$ cat src/rtl/pq_pkg.sv
// Shared types and constants for the priority-queue arbiter.
// Optional statistics outputs are enabled by defining PQ_ARB_STATS_EN.
package pq_pkg;

    localparam int unsigned KV_W        = 16;
    localparam int unsigned TMR_W       = 8;
    localparam int unsigned STAT_W      = 8;
    localparam int unsigned ARB_TIMEOUT = 255;

    typedef logic [KV_W-1:0] kv_t;

    typedef enum logic [1:0] {
        IDLE,
        ISSUE,
        WAIT,
        RESP
    } arb_state_t;

    typedef enum logic [1:0] {
        OP_ENQ,
        OP_DEQ,
        OP_BAD
    } op_t;

    // Saturating increment used by the statistics counters
    function automatic logic [STAT_W-1:0] sat_inc(input logic [STAT_W-1:0] v);
        return (v == '1) ? v : v + STAT_W'(1);
    endfunction

endpackage

$ cat src/rtl/arb_timer.sv
// WAIT-state watchdog: counts enabled cycles up to ARB_TIMEOUT and flags expiry.
module arb_timer
    import pq_pkg::*;
(
    input  logic clk,
    input  logic rst,
    input  logic clear_i,
    input  logic enable_i,
    output logic expired_o
);

    logic [TMR_W-1:0] count_q, count_d;
    logic             expired_q;

    always_comb begin
        count_d = count_q;
        if (clear_i) begin
            count_d = '0;
        end else if (enable_i && (count_q != TMR_W'(ARB_TIMEOUT))) begin
            count_d = count_q + TMR_W'(1);
        end
    end

    always_ff @(posedge clk or posedge rst) begin
        if (rst) begin
            count_q   <= '0;
            expired_q <= 1'b0;
        end else begin
            count_q   <= count_d;
            expired_q <= (count_d == TMR_W'(ARB_TIMEOUT));
        end
    end

    assign expired_o = expired_q;

endmodule

$ cat src/rtl/pq_arbiter.sv
// Round-robin arbiter granting two requesters single-operation access to a priority queue.
// Define PQ_ARB_STATS_EN to add the r0_ops/r1_ops/err_cnt statistics outputs.
module pq_arbiter
    import pq_pkg::*;
(
    input  logic clk,
    input  logic rst,
    input  logic r0_enq,
    input  logic r1_enq,
    input  logic r0_deq,
    input  logic r1_deq,
    input  kv_t  r0_kvi,
    input  kv_t  r1_kvi,
    output logic r0_ack,
    output logic r1_ack,
    output logic r0_err,
    output logic r1_err,
    output kv_t  r0_kvo,
    output kv_t  r1_kvo,
    output logic pq_enq,
    output logic pq_deq,
    output kv_t  pq_kvi,
    input  kv_t  pq_kvo,
    input  logic pq_full,
    input  logic pq_busy,
    input  logic pq_empty
`ifdef PQ_ARB_STATS_EN
    ,
    output logic [STAT_W-1:0] r0_ops,
    output logic [STAT_W-1:0] r1_ops,
    output logic [STAT_W-1:0] err_cnt
`endif
);

    arb_state_t state_q, state_d;
    op_t        op_q, op_d;
    logic       rr_q, rr_d;
    logic       gnt_q, gnt_d;
    logic       resp_err_q, resp_err_d;
    kv_t        kv_q, kv_d;
    kv_t        rdata_q, rdata_d;
    kv_t        pq_kvi_q, pq_kvi_d;
    logic       pq_enq_q, pq_enq_d;
    logic       pq_deq_q, pq_deq_d;
    logic [1:0] ack_q, ack_d;
    logic [1:0] err_q, err_d;
    kv_t [1:0]  kvo_q, kvo_d;

    logic [1:0] req_enq_c, req_deq_c, pend_c;
    logic       win_c;
    logic       tmr_clr_c, tmr_en_c, tmr_exp;

    // A requester whose response is visible this cycle is not re-granted on a stale level
    assign req_enq_c = {r1_enq, r0_enq};
    assign req_deq_c = {r1_deq, r0_deq};
    assign pend_c    = (req_enq_c | req_deq_c) & ~(ack_q | err_q);
    assign win_c     = pend_c[rr_q] ? rr_q : ~rr_q;

    arb_timer u_timer (
        .clk       (clk),
        .rst       (rst),
        .clear_i   (tmr_clr_c),
        .enable_i  (tmr_en_c),
        .expired_o (tmr_exp)
    );

    always_comb begin
        state_d    = state_q;
        op_d       = op_q;
        rr_d       = rr_q;
        gnt_d      = gnt_q;
        resp_err_d = resp_err_q;
        kv_d       = kv_q;
        rdata_d    = rdata_q;
        pq_kvi_d   = pq_kvi_q;
        kvo_d      = kvo_q;
        pq_enq_d   = 1'b0;
        pq_deq_d   = 1'b0;
        ack_d      = 2'b00;
        err_d      = 2'b00;
        tmr_clr_c  = 1'b1;
        tmr_en_c   = 1'b0;

        case (state_q)
            IDLE: begin
                if (!pq_busy && (|pend_c)) begin
                    gnt_d = win_c;
                    rr_d  = ~win_c;
                    kv_d  = win_c ? r1_kvi : r0_kvi;
                    if (req_enq_c[win_c] && req_deq_c[win_c]) begin
                        op_d = OP_BAD;
                    end else if (req_enq_c[win_c]) begin
                        op_d = OP_ENQ;
                    end else begin
                        op_d = OP_DEQ;
                    end
                    state_d = ISSUE;
                end
            end
            ISSUE: begin
                resp_err_d = 1'b0;
                case (op_q)
                    OP_ENQ: begin
                        if (pq_full) begin
                            resp_err_d = 1'b1;
                            state_d    = RESP;
                        end else begin
                            pq_enq_d = 1'b1;
                            pq_kvi_d = kv_q;
                            state_d  = WAIT;
                        end
                    end
                    OP_DEQ: begin
                        if (pq_empty) begin
                            resp_err_d = 1'b1;
                            state_d    = RESP;
                        end else begin
                            pq_deq_d = 1'b1;
                            rdata_d  = pq_kvo;
                            state_d  = WAIT;
                        end
                    end
                    default: begin
                        resp_err_d = 1'b1;
                        state_d    = RESP;
                    end
                endcase
            end
            WAIT: begin
                tmr_clr_c = 1'b0;
                tmr_en_c  = 1'b1;
                if (!pq_busy) begin
                    state_d = RESP;
                end else if (tmr_exp) begin
                    resp_err_d = 1'b1;
                    state_d    = RESP;
                end
            end
            RESP: begin
                ack_d[gnt_q] = ~resp_err_q;
                err_d[gnt_q] = resp_err_q;
                if (!resp_err_q && (op_q == OP_DEQ)) begin
                    kvo_d[gnt_q] = rdata_q;
                end
                state_d = IDLE;
            end
            default: state_d = IDLE;
        endcase
    end

    always_ff @(posedge clk or posedge rst) begin
        if (rst) begin
            state_q    <= IDLE;
            op_q       <= OP_ENQ;
            rr_q       <= 1'b0;
            gnt_q      <= 1'b0;
            resp_err_q <= 1'b0;
            kv_q       <= '0;
            rdata_q    <= '0;
            pq_kvi_q   <= '0;
            pq_enq_q   <= 1'b0;
            pq_deq_q   <= 1'b0;
            ack_q      <= 2'b00;
            err_q      <= 2'b00;
            kvo_q      <= '0;
        end else begin
            state_q    <= state_d;
            op_q       <= op_d;
            rr_q       <= rr_d;
            gnt_q      <= gnt_d;
            resp_err_q <= resp_err_d;
            kv_q       <= kv_d;
            rdata_q    <= rdata_d;
            pq_kvi_q   <= pq_kvi_d;
            pq_enq_q   <= pq_enq_d;
            pq_deq_q   <= pq_deq_d;
            ack_q      <= ack_d;
            err_q      <= err_d;
            kvo_q      <= kvo_d;
        end
    end

    assign pq_enq = pq_enq_q;
    assign pq_deq = pq_deq_q;
    assign pq_kvi = pq_kvi_q;
    assign r0_ack = ack_q[0];
    assign r1_ack = ack_q[1];
    assign r0_err = err_q[0];
    assign r1_err = err_q[1];
    assign r0_kvo = kvo_q[0];
    assign r1_kvo = kvo_q[1];

`ifdef PQ_ARB_STATS_EN
    logic [1:0][STAT_W-1:0] ops_q, ops_d;
    logic [STAT_W-1:0]      errc_q, errc_d;

    // Counters advance on the same edge that raises the corresponding pulse
    always_comb begin
        ops_d  = ops_q;
        errc_d = errc_q;
        for (int i = 0; i < 2; i++) begin
            if (ack_d[i]) begin
                ops_d[i] = sat_inc(ops_q[i]);
            end
        end
        if (|err_d) begin
            errc_d = sat_inc(errc_q);
        end
    end

    always_ff @(posedge clk or posedge rst) begin
        if (rst) begin
            ops_q  <= '0;
            errc_q <= '0;
        end else begin
            ops_q  <= ops_d;
            errc_q <= errc_d;
        end
    end

    assign r0_ops  = ops_q[0];
    assign r1_ops  = ops_q[1];
    assign err_cnt = errc_q;
`endif

endmodule
$ cat config.mk
export PLATFORM = sky130hd
export DESIGN_NAME = pq_arbiter
export DESIGN_NICKNAME = d
export VERILOG_FILES = /design/src/rtl/pq_pkg.sv /design/src/rtl/arb_timer.sv /design/src/rtl/pq_arbiter.sv
export SDC_FILE = /design/constraint.sdc
export NUM_CORES = 1
export LEC_CHECK = 0
export CAP_MARGIN = 40
export CELL_PAD_IN_SITES_DETAIL_PLACEMENT = 1
export CELL_PAD_IN_SITES_GLOBAL_PLACEMENT = 1
export CORE_AREA = 8 8 144 146
export DETAILED_ROUTE_END_ITERATION = 6
export DIE_AREA = 0 0 152 154
export GPL_TIMING_DRIVEN = 0
export MAX_ROUTING_LAYER = met4
export PLACE_DENSITY_LB_ADDON = 0.1
export SYNTH_ARGS = -nofsm -noshare
export SYNTH_HDL_FRONTEND = slang
export SYNTH_HIERARCHICAL = 1
export SYNTH_SLANG_ARGS = --single-unit
$ cat constraint.sdc
create_clock -name clk -period 8.3 [get_ports clk]
set_clock_uncertainty 0.05 [all_clocks]
set_input_delay 1.66 -clock clk [delete_from_list [all_inputs] [get_ports clk]]
set_output_delay 1.66 -clock clk [all_outputs]
set_load 0.01 [all_outputs]
# --- Yosys cells after proc, flatten, opt, wreduce, memory -nomap -nowiden ---
# Index checks and enable logic that the tools add are counted.
totals:
  reg_bits: 102
  latch_bits: 0
  ram_bits: 0
  mem_bits_ro: 0
  output_inout_bits: 54
  elab_cells: 98
  memories: 0
classes:
  add_sub_neg: 1
  mul: 0
  n_div: 0
  order_cmp: 4
  eq_ne: 10
  n_shift: 0
  muxes: 39
  bitwise: 11
  n_reduce_logical: 17
op_table:
  columns: ["operator", "n"]
  rows:
  - ["bitwise mux 32 bit", 1]
  - ["two-way mux 16 bit", 2]
  - ["two-way mux 1 bit", 22]
  - ["demux 16 bit (select 1 bit)", 1]
  - ["two-way mux 8 bit", 2]
  - ["two-way mux 2 bit", 6]
  - ["AND reduction 3 bit", 3]
  - ["adder 8 x 1 -> 8 bit, second input constant", 1]
  - ["== test 8 bit, second input constant", 1]
  - ["!= test 8 bit, second input constant", 1]
  - ["one-hot mux 2 bit (4 select lines)", 1]
  - ["bitwise AND 2 bit", 3]
  - ["< comparator 1 x 2 -> 1 bit, second input constant", 3]
  - ["AND reduction 2 bit", 3]
  - ["logical AND 1 bit", 5]
  - ["NOT 1 bit", 5]
  - ["== test 2 x 1 -> 1 bit, second input constant", 2]
  - ["== test 2 bit, second input constant", 2]
  - ["zero test 2 bit", 2]
  - ["!= test 2 bit, second input constant", 2]
  - ["bitwise OR 2 bit", 2]
  - ["one-hot mux 1 bit (2 select lines)", 2]
  - ["one-hot mux 2 bit (2 select lines)", 1]
  - ["!= test 3 x 2 -> 1 bit, second input constant", 1]
  - ["7 further kinds", 8]

# --- Logic depth before layout (Yosys ltp) ---
# Gate-level depths: netlist of the first run.
depth:
  ltp_word: 10
  mapped_depth: 8
  mapped_depth_nobuf: 7

# --- By module ---
# The synthesis of the first run kept the hierarchy.
modules_own_cells:
  columns: ["mod", "instances", "cells_each", "area_per_inst_um2", "seq_area_each_um2"]
  rows:
  - ["pq_arbiter", 1, 296, 3958.8, 2327.2]
  - ["arb_timer", 1, 57, 564.3, 225.2]

# --- Least setup slack after synthesis of the first run ---
# OpenSTA, ideal clock, no wires.
synth_timing:
  kind: "input to register"
  start: "input r0_deq"
  end: "register kv_q[0]"
  setup_ns: 0.082
  arrival_time_ns: 2.739
  required_time_ns: 8.168
  setup_slack_ns: 5.429
  cell_stages: 6
  path_buffers: 2
  cell_sequence: "or2_1 -> a22o_1 -> and2_1 -> buf_2 -> buf_2 -> a31oi_1"
synth_between:
  elab_chain_len: 6
  elab_cells_between_ends: 9
  classes_between: "mux: 4; bitwise: 2; reduce/logical: 3"
synth_rtl:
  columns: ["element", "line", "text"]
  rows:
  - ["from (decl)", "pq_arbiter.sv:10", "input logic r0_deq,"]
  - ["bitwise OR 2 bit *", "pq_arbiter.sv:56", "assign pend_c = (req_enq_c | req_deq_c) & ~(ack_q | err_q);"]
  - ["bitwise AND 2 bit *", "pq_arbiter.sv:56", null]
  - ["two-way mux 1 bit (implied by the code) (2 in series)", "pq_arbiter.sv:57", "assign win_c = pend_c[rr_q] ? rr_q : ~rr_q;"]
  - ["two-way mux 1 bit", "pq_arbiter.sv:57", null]
  - ["two-way mux 16 bit", "pq_arbiter.sv:89", "kv_d = win_c ? r1_kvi : r0_kvi;"]
  - ["to (signal assigned)", "pq_arbiter.sv:172", "kv_q <= kv_d;"]
  - ["to (decl)", "pq_arbiter.sv:40", "kv_t kv_q, kv_d;"]
# Every way passes the cells marked *; elsewhere a longest branch is shown, timed or not. The select of a mux whose other input is x is not followed.
# A chain may end at the register's enable or synchronous reset.

# --- Worst setup path in the final report of the first run ---
layout_timing:
  start: "input r1_enq"
  end: "register kv_q[1]"
layout_between:
  elab_chain_len: 6
  elab_cells_between_ends: 9
  classes_between: "mux: 4; bitwise: 2; reduce/logical: 3"
layout_rtl:
  columns: ["element", "line", "text"]
  rows:
  - ["from (decl)", "pq_arbiter.sv:9", "input logic r1_enq,"]
  - ["bitwise OR 2 bit *", "pq_arbiter.sv:56", null]
  - ["bitwise AND 2 bit *", "pq_arbiter.sv:56", null]
  - ["two-way mux 1 bit (implied by the code) (2 in series)", "pq_arbiter.sv:57", null]
  - ["two-way mux 1 bit", "pq_arbiter.sv:57", null]
  - ["two-way mux 16 bit", "pq_arbiter.sv:89", null]
# Marks and branches as above.

==> results of run 1 <==
## cells by family (layout without fill, tap and decap cells)
family                     after synthesis  after routing
AOI/OAI and AO/OA                       84             84
adders and majority gates                6              6
buffers and inverters                   29            157
xor gates and xnor gates                 2              2
muxes                                   68             68
DFF                                    102            102
and+or+nand+nor                         62             62
## stage by stage
stage	worst slack (ns)	std cells
after detailed placement	4.56	699
after global routing	4.77	715
final	4.93	715
after global placement	2.40	697
after CTS	4.92	715
after floorplan	4.17	353
## state kept, by name, summed over array words and instances, names as in the netlist, 2 cells and up
signal,count
kv_q,16
pq_kvi,16
r0_kvo,16
r1_kvo,16
rdata_q,16
u_timer/count_q,8
ack_q,2
err_q,2
op_q,2
state_q,2
## synth_stat cells (all sizes together), types with 2 or more instances
library cell    n
a21oi          28
a31oi          21
and3            3
and4            3
buf            13
clkbuf          8
dfrtp         102
ha              6
inv             8
mux2           67
nand2           3
nand2b          2
nand3          22
nand4           3
nor2            8
nor3            4
nor3b           2
nor4            2
o211ai          2
o21ai          22
o21bai          3
or2             3
xor2            2
## cell type report
class	instances	area, um^2	share of cell area
repair buffers	112	1140	0.182
flip-flops and latches	102	2550	0.409
clock inverters	7	63.8	0.0102
multi-input cells	222	1800	0.288
inverters	8	32.5	0.00521
well taps	234	293	0.0469
plain buffers	21	143	0.0228
clock buffers	9	225	0.0361
## power groups by stage
stage	combinational [mW]	sequential [mW]	clock, mW
4_1_cts	0.886	0.857	0.442
3_5_place_dp	0.882	0.867	0
6_report	0.868	0.852	0.422
3_3_place_gp	0.870	0.859	0
5_1_grt	0.951	0.887	0.463
2_1_floorplan	0.435	0.886	0
## routing by layer
layer	vias to the layer above	track usage	routed length, um
met4	0	0.0352	184
met3	11	0.0291	440
met5	-	-	0
met1	1682	0.149	6260
met2	60	0.179	5990
li1	1550	-	-
## cell usage in the layout (no fill, tap or decap), types with 2 or more instances in the layout
cell / instances
clkdlybuf4s50_1: 110
dfrtp_1: 102
mux2_2: 57
a21oi_1: 27
nand3_1: 21
o21ai_0: 21
a31oi_1: 21
mux2_4: 10
clkbuf_16: 9
nor2_1: 8
clkbuf_1: 8
inv_1: 7
ha_1: 6
buf_2: 5
buf_4: 4
buf_6: 4
inv_6: 4
and3_1: 3
o21bai_1: 3
nand4_1: 3
nand2_1: 3
nor3_1: 3
or2_1: 2
o211ai_1: 2
clkinv_4: 2
nor4_1: 2
xor2_1: 2
## worst max-delay path, cell delays in order
cell and delay [ns]:
clkdlybuf4s50_1 0.51, or2_1 0.19, and3_1 0.18, clkbuf_1 0.37, clkbuf_1 0.35, o21ai_0 0.15, a31oi_1 0.18
## how the worst max path moves through the flow
stage	endpoint	from	cells after the start
4_1_cts	kv_q[15]	r1_deq	7
6_report	kv_q[1]	r1_enq	7
3_5_place_dp	kv_q[15]	r1_deq	7
2_1_floorplan	ack_q[0]	rst	1
3_3_place_gp	pq_kvi[6]	rst	2
5_1_grt	kv_q[2]	r1_deq	7
==> impl_metrics.env, run 1 <==
export IMPL_place_congestion=0.751
export IMPL_internal_power_mw=1.41
export IMPL_fin_area_mm2=0.00624
export IMPL_synth_edf_count=0
export IMPL_io_pins=111
export IMPL_synth_top_cell_area_share=0.564
export IMPL_clk_pin_slew_ns=0.08
export IMPL_die_w_um=152
export IMPL_worstSkewPairLatency_ns=0.35
export IMPL_synth_xor_area_share=0.00387
export IMPL_start_util=0.245
export IMPL_synth_async_sr_flop_share=1.00
export IMPL_rows=50
export IMPL_portBuffers=110
export IMPL_syn_area_mm2=0.00452
export IMPL_antenna_cells=0
export IMPL_yosysWarnings=6
export IMPL_r2r_end="u_timer/expired_o"
export IMPL_cts_buffers=9
export IMPL_cts_setup_buffers=0
export IMPL_grt_pass1_vias=3712
export IMPL_synth_area_top_cells="dfrtp_1 (56%), mux2_2 (14%), mux2_4 (3.3%), a21oi_1 (3.0%), a31oi_1 (2.9%)"
export IMPL_power_total_mw=2.14
export IMPL_fin_util=0.338
export IMPL_synth_top_family_by_area="multiplexers"
export IMPL_synthMuxAreaShare=0.177
export IMPL_hold_depth=1
export IMPL_fin_setup_tns_ns=0
export IMPL_fin_crit_sh=0.406
export IMPL_cts_buffer_depth=2
export IMPL_max_freq_mhz=296
export IMPL_swShare=0.341
export IMPL_rsz0062_at_grt="false"
export IMPL_vias_per_cell=4.62
export IMPL_p_leak_nw=2.65
export IMPL_crit_fanout=10
export IMPL_r2r_slack_ns=5.98
export IMPL_synth_adder_area_share=0.0166
export IMPL_fill_cells=1976
export IMPL_holdWs_ns=0.459
export IMPL_worstPathRequired_ns=8.52
export IMPL_yosysUniqueCellTypes=52
export IMPL_status="complete, no violations"
export IMPL_end_kind="flop"
export IMPL_crit_type="in2reg"
export IMPL_drt_wirelength_per_cell_um=18.0
export IMPL_core_area_mm2=0.0185
export IMPL_cts_tree="yes"
export IMPL_holdPathEnd="pq_kvi[4]"
export IMPL_first_pass_iters=4
export IMPL_wl_mm=12.9
export IMPL_clkPwrFrac=0.197
export IMPL_worst_slew_margin_rel=0.531
export IMPL_synth_cells=353
export IMPL_cap_viol_max_count=0
export IMPL_track_usage=0.117
export IMPL_post_synth_and_or_nand_nor_area_fraction=0.0880
export IMPL_grt_pass1_wl_mm=21.1
export IMPL_clock_sinks=102
export IMPL_hold_buffers=0
export IMPL_areaGrowthSynthToFinish_pct=38.0
export IMPL_grt_max_degree=63
export IMPL_ctsResizeCount=0
export IMPL_reg2reg_depth=7
export IMPL_avgSynthCellArea_um2=12.8
export IMPL_critPathArrivalTime_ns=3.59
export IMPL_drc_errors=0
export IMPL_die_area_mm2=0.0234
export IMPL_die_h_um=154
export IMPL_fin_nets=539
export IMPL_pwr_share_comb=0.405
export IMPL_hold_class="reg2reg"
export IMPL_cts_htree_levels=3
export IMPL_drtIter0Drc=130
export IMPL_powerDensity_mw_per_mm2=343
export IMPL_r2r_start="state_q[0]"
export IMPL_p_switching_mw=0.731
export IMPL_synth_largest_area_cell="dfrtp_1"
export IMPL_ir_worst_vdd_mv=0.0954
export IMPL_synth_nets=416
export IMPL_antenna_found_initial=0
export IMPL_setup_violations_final=0
export IMPL_hold_viol_final=0
export IMPL_ys_ff_latch=102
export IMPL_drive_above_1_share=0.231
export IMPL_ys_seq_area_frac=0.564
export IMPL_slew_viol_final=0
export IMPL_tightest_slew_ns=0.699
export IMPL_cts_root_buf="clkbuf_16"
export IMPL_hpwl_mm=9.45
export IMPL_p_seq_frac=0.398
export IMPL_antenna_left=0
export IMPL_dr_total_vias=3303
export IMPL_worstHoldStart="pq_kvi[4]"
export IMPL_fin_crit_ns=3.37
export IMPL_synth_compound_area_share=0.112
export IMPL_overflow=0
export IMPL_critPathLaunchType="primary input"
export IMPL_placed_cell_area_mm2=0.00595
export IMPL_synth_ff_type="dfrtp_1"
No activity file was read; power rests on OpenSTA's default activity.
==> run 2, diff against run 1 <==
==> constraint.sdc (replaced) <==
create_clock -name clk -period 3.2 [get_ports clk]
set_clock_uncertainty 0.05 [all_clocks]
set_input_delay 0.64 -clock clk [delete_from_list [all_inputs] [get_ports clk]]
set_output_delay 0.64 -clock clk [all_outputs]
set_load 0.01 [all_outputs]
==> results of run 2 <==
The final DEF is identical to that of run 1. Status: complete, no violations.
Main changes from that run: setup slack after placement 4.56 ns -> 0.482 ns; setup slack after layout 4.93 ns -> 0.847 ns; register-to-register setup slack 5.98 ns -> 0.88 ns; total power 2.14 mW -> 5.56 mW; worst IR drop on VDD 0.0954 mV -> 0.247 mV
==> run 3, diff against run 2 <==
==> constraint.sdc (replaced) <==
create_clock -name clk -period 1.9 [get_ports clk]
set_clock_uncertainty 0.05 [all_clocks]
set_input_delay 0.38 -clock clk [delete_from_list [all_inputs] [get_ports clk]]
set_output_delay 0.38 -clock clk [all_outputs]
set_load 0.01 [all_outputs]
==> impl_metrics.env, run 3 (synthesis results as in run 1) <==
export IMPL_hold_class="in2async"
export IMPL_holdWs_ns=0.351
export IMPL_worstPathRequired_ns=2.08
export IMPL_grt_pass1_vias=3739
export IMPL_cts_buffers=9
export IMPL_crit_type="reg2reg"
export IMPL_io_pins=111
export IMPL_end_kind="flop"
export IMPL_hold_viol_final=0
export IMPL_place_congestion=0.736
export IMPL_fin_setup_tns_ns=0
export IMPL_overflow=0
export IMPL_clock_sinks=102
export IMPL_drive_above_1_share=0.329
export IMPL_fin_util=0.360
export IMPL_cp_top_family="flip-flops"
export IMPL_drtIter0Drc=101
export IMPL_antenna_found_initial=0
export IMPL_vias_per_cell=4.55
export IMPL_dr_total_vias=3366
export IMPL_cts_tree="yes"
export IMPL_fin_crit_ns=1.87
export IMPL_die_area_mm2=0.0234
export IMPL_crit_path_max_incr_delay_ns=0.43
export IMPL_antenna_left=0
export IMPL_max_freq_mhz=534
export IMPL_fin_cells=739
export IMPL_final_common_cell="clkdlybuf4s50_1"
export IMPL_drc_errors=0
export IMPL_status="complete, no violations"
export IMPL_grt_pass1_wl_mm=21.2
export IMPL_critPathArrivalTime_ns=2.05
export IMPL_cp_slowest_cell="dfrtp_2"
export IMPL_p_leak_nw=2.83
export IMPL_fin_crit_sh=0.986
export IMPL_power_total_mw=9.89
export IMPL_antenna_cells=0
export IMPL_cts_buffer_depth=2
export IMPL_cts_htree_levels=3
export IMPL_cap_viol_max_count=0
export IMPL_drt_wirelength_per_cell_um=17.9
export IMPL_rows=50
export IMPL_dp_cells=699
export IMPL_first_pass_iters=4
export IMPL_cts_root_buf="clkbuf_16"
export IMPL_core_area_mm2=0.0185
export IMPL_slew_viol_final=0
export IMPL_crit_chain="buf_4 -> ha_4 -> nand2b_4 -> or3_4 -> buf_6 -> buf_12 -> mux2_4"
export IMPL_path_buf_inv=3
export IMPL_final_cell_mix="clkdlybuf4s50_1 (110), dfrtp_1 (99), mux2_2 (56), buf_4 (29), a21oi_1 (26)"
export IMPL_critPathLaunchType="flop"
export IMPL_ir_worst_vdd_mv=0.463
export IMPL_rsz0062_at_grt="true"
export IMPL_start_util=0.245
export IMPL_track_usage=0.117
export IMPL_fin_nets=563
export IMPL_hold_buffers=0
export IMPL_crit_fanout=10
export IMPL_powerDensity_mw_per_mm2=1490
export IMPL_hpwl_mm=9.40
export IMPL_wl_mm=13.2
export IMPL_grt_max_degree=37
export IMPL_setup_violations_final=0
export IMPL_clk_pin_slew_ns=0.07
export IMPL_worst_slew_margin_rel=0.605
export IMPL_tightest_slew_ns=0.592
export IMPL_areaGrowthSynthToFinish_pct=47.1
export IMPL_die_h_um=154
export IMPL_worstSkewPairLatency_ns=0.34
export IMPL_die_w_um=152
export IMPL_portBuffers=110
[run 3: worst paths after layout]
path,startpoint,to,slack (ns),cells after the start
min in group clk,r1_kvo[11],r1_kvo[11],0.45,1
max reg2reg,state_q[1],r1_kvo[6],0.03,7
max in group asynchronous,rst,state_q[1],0.51,4
max,state_q[1],r1_kvo[6],0.03,7
min reg2reg,r1_kvo[11],r1_kvo[11],0.45,1
min,rst,u_timer/count_q[3],0.35,2
[run 3: timing repair]
item | CTS | global route
buffers inserted | 16 | 10
endpoints found under the hold margin | 0 | 0
pin swaps | 4 | 6
endpoints found under the setup margin | 65 | 61
gates resized for setup | 24 | 34
[run 3: metal layers]
metal | global-route usage | part of all wire
met5 | - | 0
met4 | 0.0400 | 0.012
met3 | 0.0269 | 0.037
met2 | 0.185 | 0.48
met1 | 0.146 | 0.47
[run 3: through the flow]
step / instance area [um^2] / setup slack, ns
final: 6650 / 0.0269
after global routing: 6650 / -0.0403
after global placement: 5920 / -0.801
after detailed placement: 5960 / -0.564
after floorplan: 4530 / 0.0438
after CTS: 6460 / -0.0445
[run 3: power by group]
part           switching (mW)  internal [mW]  total, mW
logic                    1.80           2.43       4.23
registers               0.636           3.12       3.76
clock network           0.866           1.04       1.91
[run 3: final cells by class]
class	instances	area (um^2)
multi-input combinational	222	1940
tap	234	293
buffer	19	173
clock buffer	9	225
clock inverter	7	80.1
inverter	8	33.8
timing repair buffer	138	1350
fill	1954	11800
sequential	102	2560
